==> src/rtl/cache_bus_arbiter_if.sv <==
// FTA 256-bit command request type and the arbiter-facing bus bundle.
// Requesters drive the master modport; the arbiter sits on the slave modport.
package fta_bus_pkg;
    localparam logic [2:0] CTI_CLASSIC = 3'b000;
    localparam logic [2:0] CTI_INCR    = 3'b010;

    typedef struct packed {
        logic [5:0] channel;
        logic [3:0] tranid;
    } fta_tranid_t;

    typedef struct packed {
        logic          cyc;
        logic          we;
        logic [2:0]    cti;
        logic [3:0]    pri;
        fta_tranid_t   tid;
        logic [31:0]   sel;
        logic [31:0]   adr;
        logic [255:0]  dat;
    } fta_cmd_request256_t;
endpackage

interface cache_bus_arbiter_if #(parameter int NREQ = 4);
    import fta_bus_pkg::*;

    fta_cmd_request256_t req_i [NREQ];
    logic [NREQ-1:0]     lock_i;
    logic [NREQ-1:0]     full_o;
    logic [NREQ-1:0]     grant_o;
    fta_cmd_request256_t bus_req_o;
    logic                bus_full_i;
    logic                resp_ack_i;
    logic [5:0]          resp_cid_i;
    logic [NREQ-1:0]     ack_o;
    logic                bad_ack_o;

    modport slave (
        input  req_i, lock_i, bus_full_i, resp_ack_i, resp_cid_i,
        output full_o, grant_o, bus_req_o, ack_o, bad_ack_o
    );

    modport master (
        output req_i, lock_i, bus_full_i, resp_ack_i, resp_cid_i,
        input  full_o, grant_o, bus_req_o, ack_o, bad_ack_o
    );
endinterface

==> src/rtl/cache_bus_arbiter.sv <==
// Round-robin arbiter with lock window sharing one FTA request port between cache generators.
// Optional macro CACHE_BUS_ARB_PRI_EN: priority-first selection and early HOLD preemption.
module cache_bus_arbiter
    import fta_bus_pkg::*;
#(
    parameter int         NREQ     = 4,
    parameter logic [5:0] CID_BASE = 6'd0,
    parameter logic [3:0] HOLD_MAX = 4'd8
) (
    input logic               clk,
    input logic               rst,
    cache_bus_arbiter_if.slave bus
);
    localparam int IW = (NREQ > 1) ? $clog2(NREQ) : 1;

    typedef enum logic [1:0] {IDLE, GRANT, HOLD, RELEASE} state_t;

    state_t              state;
    logic [IW-1:0]       owner;
    logic [IW-1:0]       rr_ptr;
    logic [3:0]          hold_cnt;
    logic [IW-1:0]       pick;
    logic                pick_vld;
    logic [IW-1:0]       idx;
    fta_cmd_request256_t own_req;
    logic                accept;
    logic [3:0]          hold_nxt;
    logic [NREQ-1:0]     ack_vec;
    logic                bad_ack;

    function automatic logic [3:0] sat_inc(input logic [3:0] c);
        return (c == 4'hF) ? c : c + 4'd1;
    endfunction

    function automatic logic [NREQ-1:0] onehot(input logic [IW-1:0] i);
        logic [NREQ-1:0] v;
        v    = '0;
        v[i] = 1'b1;
        return v;
    endfunction

    function automatic logic [IW-1:0] next_idx(input logic [IW-1:0] i);
        return (i == IW'(NREQ - 1)) ? '0 : i + 1'b1;
    endfunction

    always_comb begin
        own_req  = bus.req_i[owner];
        accept   = ((state == GRANT) || (state == HOLD)) && own_req.cyc && !bus.bus_full_i;
        hold_nxt = sat_inc(hold_cnt);
    end

`ifdef CACHE_BUS_ARB_PRI_EN
    logic [3:0] best_pri;
    logic [3:0] owner_pri;
    logic       preempt;

    // Highest pri wins; strict compare keeps the earliest round-robin candidate on ties.
    always_comb begin
        pick     = '0;
        pick_vld = 1'b0;
        best_pri = '0;
        idx      = '0;
        for (int k = 0; k < NREQ; k++) begin
            idx = IW'((int'(rr_ptr) + k) % NREQ);
            if (bus.req_i[idx].cyc && (!pick_vld || bus.req_i[idx].pri > best_pri)) begin
                pick     = idx;
                pick_vld = 1'b1;
                best_pri = bus.req_i[idx].pri;
            end
        end
    end

    always_comb begin
        preempt = 1'b0;
        for (int i = 0; i < NREQ; i++) begin
            if ((IW'(i) != owner) && bus.req_i[i].cyc && (bus.req_i[i].pri > owner_pri))
                preempt = 1'b1;
        end
    end
`else
    always_comb begin
        pick     = '0;
        pick_vld = 1'b0;
        idx      = '0;
        for (int k = 0; k < NREQ; k++) begin
            idx = IW'((int'(rr_ptr) + k) % NREQ);
            if (bus.req_i[idx].cyc && !pick_vld) begin
                pick     = idx;
                pick_vld = 1'b1;
            end
        end
    end
`endif

    // Stall only the current owner on bus_full; everyone else waits for a grant.
    always_comb begin
        bus.full_o = '1;
        if ((state == GRANT) || (state == HOLD))
            bus.full_o[owner] = bus.bus_full_i;
    end

    always_comb begin
        ack_vec = '0;
        for (int i = 0; i < NREQ; i++) begin
            if (bus.resp_cid_i == CID_BASE + 6'(i))
                ack_vec[i] = bus.resp_ack_i;
        end
        bad_ack = bus.resp_ack_i && (ack_vec == '0);
    end

    always_ff @(posedge clk or posedge rst) begin
        if (rst) begin
            state         <= IDLE;
            owner         <= '0;
            rr_ptr        <= '0;
            hold_cnt      <= '0;
            bus.grant_o   <= '0;
            bus.bus_req_o <= '0;
            bus.ack_o     <= '0;
            bus.bad_ack_o <= 1'b0;
`ifdef CACHE_BUS_ARB_PRI_EN
            owner_pri     <= '0;
`endif
        end else begin
            bus.ack_o     <= ack_vec;
            bus.bad_ack_o <= bad_ack;

            if (accept) begin
                bus.bus_req_o <= own_req;
            end else begin
                bus.bus_req_o.cyc <= 1'b0;
                bus.bus_req_o.sel <= '0;
                bus.bus_req_o.cti <= CTI_CLASSIC;
            end
`ifdef CACHE_BUS_ARB_PRI_EN
            if (accept)
                owner_pri <= own_req.pri;
`endif

            case (state)
                IDLE: begin
                    if (pick_vld) begin
                        owner       <= pick;
                        bus.grant_o <= onehot(pick);
                        state       <= GRANT;
`ifdef CACHE_BUS_ARB_PRI_EN
                        owner_pri   <= bus.req_i[pick].pri;
`endif
                    end
                end
                GRANT: begin
                    if (!own_req.cyc) begin
                        if (bus.lock_i[owner]) begin
                            hold_cnt <= '0;
                            state    <= HOLD;
                        end else begin
                            bus.grant_o <= '0;
                            state       <= RELEASE;
                        end
                    end
                end
                HOLD: begin
                    // The grant plus HOLD cycles add up to HOLD_MAX idle cycles before release.
                    if (own_req.cyc) begin
                        state <= GRANT;
                    end else if (!bus.lock_i[owner] || (hold_nxt >= HOLD_MAX - 4'd1)
`ifdef CACHE_BUS_ARB_PRI_EN
                                 || preempt
`endif
                                 ) begin
                        bus.grant_o <= '0;
                        state       <= RELEASE;
                    end else begin
                        hold_cnt <= hold_nxt;
                    end
                end
                RELEASE: begin
                    rr_ptr <= next_idx(owner);
                    state  <= IDLE;
                end
                default: state <= IDLE;
            endcase
        end
    end
endmodule

==> src/flat_wrapper.sv <==
// flat-port wrapper written by rule: the top's interface ports become plain ports
module cache_bus_arbiter_flat import fta_bus_pkg::*;
#(
    parameter int         NREQ     = 4,
    parameter logic [5:0] CID_BASE = 6'd0,
    parameter logic [3:0] HOLD_MAX = 4'd8
)
  (clk, rst, bus_req_i, bus_lock_i, bus_bus_full_i, bus_resp_ack_i, bus_resp_cid_i, bus_full_o, bus_grant_o, bus_bus_req_o, bus_ack_o, bus_bad_ack_o);
  cache_bus_arbiter_if #(.NREQ(NREQ)) bus_i ();
  input logic clk;
  input logic rst;
  input wire logic [$bits(bus_i.req_i)-1:0] bus_req_i;
  input wire logic [$bits(bus_i.lock_i)-1:0] bus_lock_i;
  input wire logic [$bits(bus_i.bus_full_i)-1:0] bus_bus_full_i;
  input wire logic [$bits(bus_i.resp_ack_i)-1:0] bus_resp_ack_i;
  input wire logic [$bits(bus_i.resp_cid_i)-1:0] bus_resp_cid_i;
  output wire logic [$bits(bus_i.full_o)-1:0] bus_full_o;
  output wire logic [$bits(bus_i.grant_o)-1:0] bus_grant_o;
  output wire logic [$bits(bus_i.bus_req_o)-1:0] bus_bus_req_o;
  output wire logic [$bits(bus_i.ack_o)-1:0] bus_ack_o;
  output wire logic [$bits(bus_i.bad_ack_o)-1:0] bus_bad_ack_o;
  assign bus_i.req_i = {>>{bus_req_i}};
  assign bus_i.lock_i = bus_lock_i;
  assign bus_i.bus_full_i = bus_bus_full_i;
  assign bus_i.resp_ack_i = bus_resp_ack_i;
  assign bus_i.resp_cid_i = bus_resp_cid_i;
  assign bus_full_o = bus_i.full_o;
  assign bus_grant_o = bus_i.grant_o;
  assign bus_bus_req_o = bus_i.bus_req_o;
  assign bus_ack_o = bus_i.ack_o;
  assign bus_bad_ack_o = bus_i.bad_ack_o;
  cache_bus_arbiter #(.NREQ(NREQ), .CID_BASE(CID_BASE), .HOLD_MAX(HOLD_MAX)) u_core (.clk(clk), .rst(rst), .bus(bus_i));
endmodule
==> config.mk <==
export PLATFORM = sky130hd
export DESIGN_NAME = cache_bus_arbiter_flat
export DESIGN_NICKNAME = d
export VERILOG_FILES = /design/src/rtl/cache_bus_arbiter_if.sv /design/src/rtl/cache_bus_arbiter.sv /design/src/flat_wrapper.sv
export SDC_FILE = /design/constraint.sdc
export NUM_CORES = 1
export LEC_CHECK = 0
export ABC_AREA = 1
export BUFFER_PORTS_ARGS = -buffer_cell sky130_fd_sc_hd__buf_2
export CORE_AREA = 2 2 680 682
export DETAILED_ROUTE_END_ITERATION = 7
export DIE_AREA = 0 0 682 684
export PLACE_DENSITY = 0.32
export SYNTH_ARGS = -nofsm -noshare
export SYNTH_HDL_FRONTEND = slang
export SYNTH_SLANG_ARGS = --single-unit
==> constraint.sdc <==
create_clock -name clk -period 19.95 [get_ports clk]
set_clock_uncertainty 0.15 [all_clocks]
set_input_delay 3.99 -clock clk [delete_from_list [all_inputs] [get_ports clk]]
set_output_delay 3.99 -clock clk [all_outputs]
set_load 0.01 [all_outputs]
==> run summary, run 1 <==
status: finished clean
Multi-input gate area: 12570 um2
Reg-to-Reg Start: u_core.owner[0]$_DFFE_PP0P_
drt initial violations: 3031
required time of the critical path: 15.81 ns
R2R cell count: 11
CTS tree: built
CP startpoint kind: input pin
post-route setup TNS: 0 ns
hold buffers post-CTS: 0
# IOs: 1722
DRT Pass-1 Iters: 5
Post-Syn Instances: 3526
most frequent cells in the layout: buf_2 (1721), nand2_1 (996), nor2_1 (761)
PortBufs: 1721
post-placement cell count: 11140
Post-CTS Setup Bufs: 0
Slew HR: 22.36%
crit path from: bus_bus_full_i
R2R setup slack: 15.02 ns
number of nets in the layout: 6429
total gr overflow: 0
#FFs+latches synth: 358
measured slew at the worst slew-check pin: 1.157 ns
number of distinct library cells after synthesis: 30
first-pass GRT wire length: 463500 um
CP arrival: 4.76 ns
maximum VDD drop: 0.0001095 V
detailed-route DRC error count: 0
post-route ant nets: 0
All-Layer GR Usage: 16.05%
Area Growth Syn to Fin: 77.20%
Inserted Clock Buffers: 57
fillers: 54710
most common cell after layout, fill and taps aside: buf_2
static leakage: 18.66 nW
ratio of cells with drive above 1 in the final layout: 37.07%
Sink Count: 358
Reg area: 8966 um2
Worst-Skew Late Latency: 0.77 ns
PwrDens: 145.9 nW/um2
Rows: 249
vias in the first global route: 33120
clock buffer depth: 3
worst setup margin: 11.05 ns
Post-Route Utilization: 8.930%
Setup violations, final: 0
maximum clock frequency: 112.4 MHz
HPWL after DPL: 345000 um
DR WL/cell: 34.16 um
final WL: 391000 um
RSZ-0062 raised after global routing: false
critical setup path kind: in -> out
WHS Path Cells: 2
WHS Endpoint: u_core.bus.bus_req_o[88]$_DFFE_PP0P_
post-synthesis area per instance: 6.559 um2
Place WS: 11.03 ns
Die Span Y: 684 um
syn_nets: 4906
die area: 466500 um2
Final period util: 44.60%
Mapped Area: 23130 um2
CTS resizes: 0
crit end category: output pin
Tmin final: 8.898 ns
Hold Violations, Final: 0
CTS HTree Levels: 2
max-cap check violation count: 0
via count: 35830
Ys Warns: 0
Reg-to-Reg End: u_core.bus.bus_req_o[176]$_DFFE_PP0P_
placer congestion estimate: 0.9466
CP max FO: 5
Via density: 3.131
largest net degree at the start of global routing: 157
Seq/Total Area, Yosys: 38.74%
post-route insts no fill: 11450
Die Width: 682 um
initial antenna violation count: 668
max-slew violation count: 0
Worst Min Path Start: u_core.bus.bus_req_o[88]$_DFFE_PP0P_
worst min path class: reg -> reg
hold slack: 0.3229 ns
Clock transition at path regs: 0.05 ns
Root Driver: clkbuf_16
Starting Density: 5.039%
Core Area: 458900 um2
kinds of logic after synthesis:
family / Yosys count / synth area share (%)
AOI/OAI and AO/OA: 1032 / 24.02
DFF: 358 / 38.74
adders and majority gates: 10 / 0.5410
and+or+nand+nor: 1800 / 29.74
buffers and inverters: 326 / 6.958
power breakdown:
group / internal, mW / switching, mW / total (mW)
clock: 0.689 / 0.508 / 1.20
sequential: 1.05 / 0.212 / 1.26
combinational: 0.918 / 2.60 / 3.52
layer usage:
layer	GRT usage, %	wire length (um)
met5	0	3514
met1	15.82	130200
met3	13.69	73030
met2	25.57	171400
met4	3.373	12840
synth_stat cells:
cell      instances  share of area (%)
nor3_2            1              0.043
clkbuf_1        156                2.5
nand2_1         996                 16
inv_1            19               0.31
o21ai_1           1              0.022
nor2_1          761                 12
nor2_2            2              0.054
nor4_1            2              0.054
nand2_4           1              0.049
ha_1             10               0.54
inv_4             2              0.054
nor2_4            2              0.097
a211oi_1          1              0.032
nand2_2           5               0.14
o22ai_1         304                8.2
buf_6            19               0.93
nand4_2           1              0.054
nand4_1           4               0.11
a21boi_0          2              0.065
nand3_1          19               0.41
inv_2             8               0.13
nand3_2           4               0.17
buf_1             2              0.032
o21ai_0         686                 15
buf_4            35                1.1
a21oi_1          37               0.80
a21boi_1          1              0.032
dfrtp_1         358                 39
nor3_1            2              0.043
buf_2            85                1.8
through the flow:
step / power, mW / instance area [um2]
floorplan: 2.999 / 23130
global placement: 4.875 / 38400
detailed placement: 4.846 / 38400
CTS: 6.099 / 40480
global route: 6.348 / 40650
finish: 5.979 / 40980
registers in the layout, indices dropped and copies added (netlist names):
| name | cells |
|---|---|
| u_core.rr_ptr | 2 |
| u_core.bus.bus_req_o | 339 |
| u_core.hold_cnt | 4 |
| u_core.bus.ack_o | 4 |
| u_core.owner | 2 |
| u_core.bus.bad_ack_o | 1 |
| u_core.state | 2 |
| u_core.bus.grant_o | 4 |
how the worst max path moves through the flow:
stage / endpoint / slack [ns] / cells after the start
after floorplan: u_core.bus.ack_o[0]$_DFF_PP0_ / 5.88 / 1
after global routing: bus_full_o[0] / 10.95 / 4
after global placement: bus_full_o[2] / 11.03 / 4
after CTS: bus_full_o[0] / 11.04 / 4
final: bus_full_o[0] / 11.05 / 4
after detailed placement: bus_full_o[3] / 11.03 / 4
critical path, cell delays in order:
cell     delay, ns
buf_2         0.10
nor2_1        0.42
nand2_1       0.09
buf_2         0.16
area by class of cell:
cell class                 count  area share [%]
timing repair buffer        1761           22.00
clock inverter                30           1.127
inverter                      29          0.3817
tap                         6149           18.77
sequential                   358           21.88
antenna                      201           1.227
multi-input combinational   2842           30.67
clock buffer                  76           3.948
(Power assumes the default switching activity.)
==> run 2, diff against run 1 <==
Settings changed: CORE_AREA 2 2 680 682 to 2 2 664 666, DIE_AREA 0 0 682 684 to 0 0 666 668, PLACE_DENSITY 0.32 to 0.33.
Clock period 19.95 ns to 8.64 ns, I/O delays scaled along.
==> run 2 against run 1 <==
Effect of this change:
- sequential share of layout area increased by 0.28 points
- register-to-register slack got worse by 11 ns
- sequential power increased by 130%
- core utilization is 0.33 points higher
- final cell count down 3.6%
- first-iteration DRC count down 5.2%
- critical path depth increased by 1
- largest power group unchanged
==> run summary, run 2 (synthesis results as in run 1) <==
status: finished clean
Hold Violations, Final: 0
most common cell after layout, fill and taps aside: buf_2
CP max FO: 60
critical setup path kind: reg -> out
initial antenna violation count: 630
CTS HTree Levels: 2
Routed met2 length: 171700 um
DR WL/cell: 34.80 um
detailed-route DRC error count: 0
Tot Pwr: 13.82 mW
clock buffer depth: 3
placer congestion estimate: 0.9301
drt initial violations: 2874
worst setup margin: 3.788 ns
PwrDens: 341.4 nW/um2
Reg area: 8966 um2
Sink Count: 358
post-route ant nets: 0
Inserted Clock Buffers: 58
Post-CTS Setup Bufs: 0
most frequent cells in the layout: buf_2 (1721), nand2_1 (996), nor2_1 (761)
Area Growth Syn to Fin: 75.00%
worst min path class: reg -> reg
required time of the critical path: 6.76 ns
hold buffers post-CTS: 0
Setup violations, final: 0
DRT met1 WL: 138000 um
Most flops, register: u_core.bus.bus_req_o
max-slew violation count: 0
fillers: 51950
post-route design area: 40470 um2
Final period util: 56.15%
Slew HR: 24.02%
final WL: 383900 um
Place WS: 2.970 ns
Clock transition at path regs: 0.06 ns
Via density: 3.236
max FFs per register: 339
area post-placement: 37960 um2
CP arrival: 2.97 ns
Die Span Y: 668 um
maximum clock frequency: 206.1 MHz
DRT Pass-1 Iters: 5
Core Area: 437200 um2
post-route setup TNS: 0 ns
static leakage: 18.69 nW
Die Width: 666 um
Multi-input gate area: 12570 um2
total gr overflow: 0
max layer used: met5
CP startpoint kind: flip-flop
RSZ-0062 raised after global routing: false
ratio of cells with drive above 1 in the final layout: 37.16%
DR WL met3: 60460 um
vias in the first global route: 33350
Root Driver: clkbuf_16
crit end category: output pin
Rows: 243
PortBufs: 1721
# IOs: 1722
die area: 444900 um2
Starting Density: 5.289%
hold slack: 0.3226 ns
via count: 35700
maximum VDD drop: 0.0002301 V
All-Layer GR Usage: 16.52%
first-pass GRT wire length: 456900 um
number of nets in the layout: 6437
max-cap check violation count: 0
measured slew at the worst slew-check pin: 1.128 ns
Worst-Skew Late Latency: 0.76 ns
CTS resizes: 0
CTS tree: built
Tmin final: 4.852 ns
HPWL after DPL: 338700 um
largest net degree at the start of global routing: 171
-- run 2: cell types whose count changed in the layout (fill, tap and decap cells not counted), sizes merged --
cell	delta
buf	+7
bufinv	-2
clkbuf	+5
clkinv	+2
diode	-33
inv	-3
-- run 2: worst paths after layout --
kind | start | to | slack [ns] | cells after the start
min in group asynchronous | rst | u_core.bus.bus_req_o[144]$_DFFE_PP0P_ | 0.97 | 2
max in group asynchronous | rst | u_core.bus.bus_req_o[272]$_DFFE_PP0P_ | 5.55 | 4
worst max register to register | u_core.state[0]$_DFFE_PP0P_ | u_core.bus.bus_req_o[284]$_DFFE_PP0P_ | 3.90 | 11
worst min register to register | u_core.bus.bus_req_o[159]$_DFFE_PP0P_ | u_core.bus.bus_req_o[159]$_DFFE_PP0P_ | 0.32 | 2
worst min-delay path | u_core.bus.bus_req_o[159]$_DFFE_PP0P_ | u_core.bus.bus_req_o[159]$_DFFE_PP0P_ | 0.32 | 2
worst max-delay path | u_core.owner[0]$_DFFE_PP0P_ | bus_full_o[3] | 3.79 | 5
-- run 2: cell type report --
cell class / count / area share, %
Multi-Input combinational cell: 2842 / 31.05
Clock buffer: 81 / 4.171
Tap cell: 5757 / 17.80
Timing Repair Buffer: 1768 / 22.40
Sequential cell: 358 / 22.15
Clock inverter: 27 / 1.005
Inverter: 29 / 0.3772
Antenna cell: 168 / 1.039
-- run 2: worst max-delay path, cell delays in order (launching register included) --
cell and delay [ns]:
dfrtp_4 0.49, buf_4 0.40, buf_4 0.61, ha_1 0.36, nand2_1 0.16, buf_2 0.18
-- run 2: stage by stage --
step / instances / utilization [%]
6_report: 11030 / 9.256
5_1_grt: 10920 / 9.193
4_1_cts: 10860 / 9.160
3_5_place_dp: 10750 / 8.681
3_3_place_gp: 10750 / 8.681
2_1_floorplan: 3526 / -
-- run 2: where the power goes --
group          leakage, nW  switching [mW]  total (mW)  internal [mW]
logic                 13.1            6.08        8.21           2.12
clock network         1.03            1.14        2.72           1.58
registers             4.53           0.459        2.88           2.43
total                 18.7            7.69        13.8           6.13
-- run 2: layer usage --
| layer | up-vias | track usage [%] |
|---|---|---|
| met2 | 2400 | 26.84 |
| met4 | 440 | 2.677 |
| met1 | 16520 | 17.60 |
| li1 | 15040 | - |
| met3 | 1302 | 11.74 |
| met5 | - | 0 |
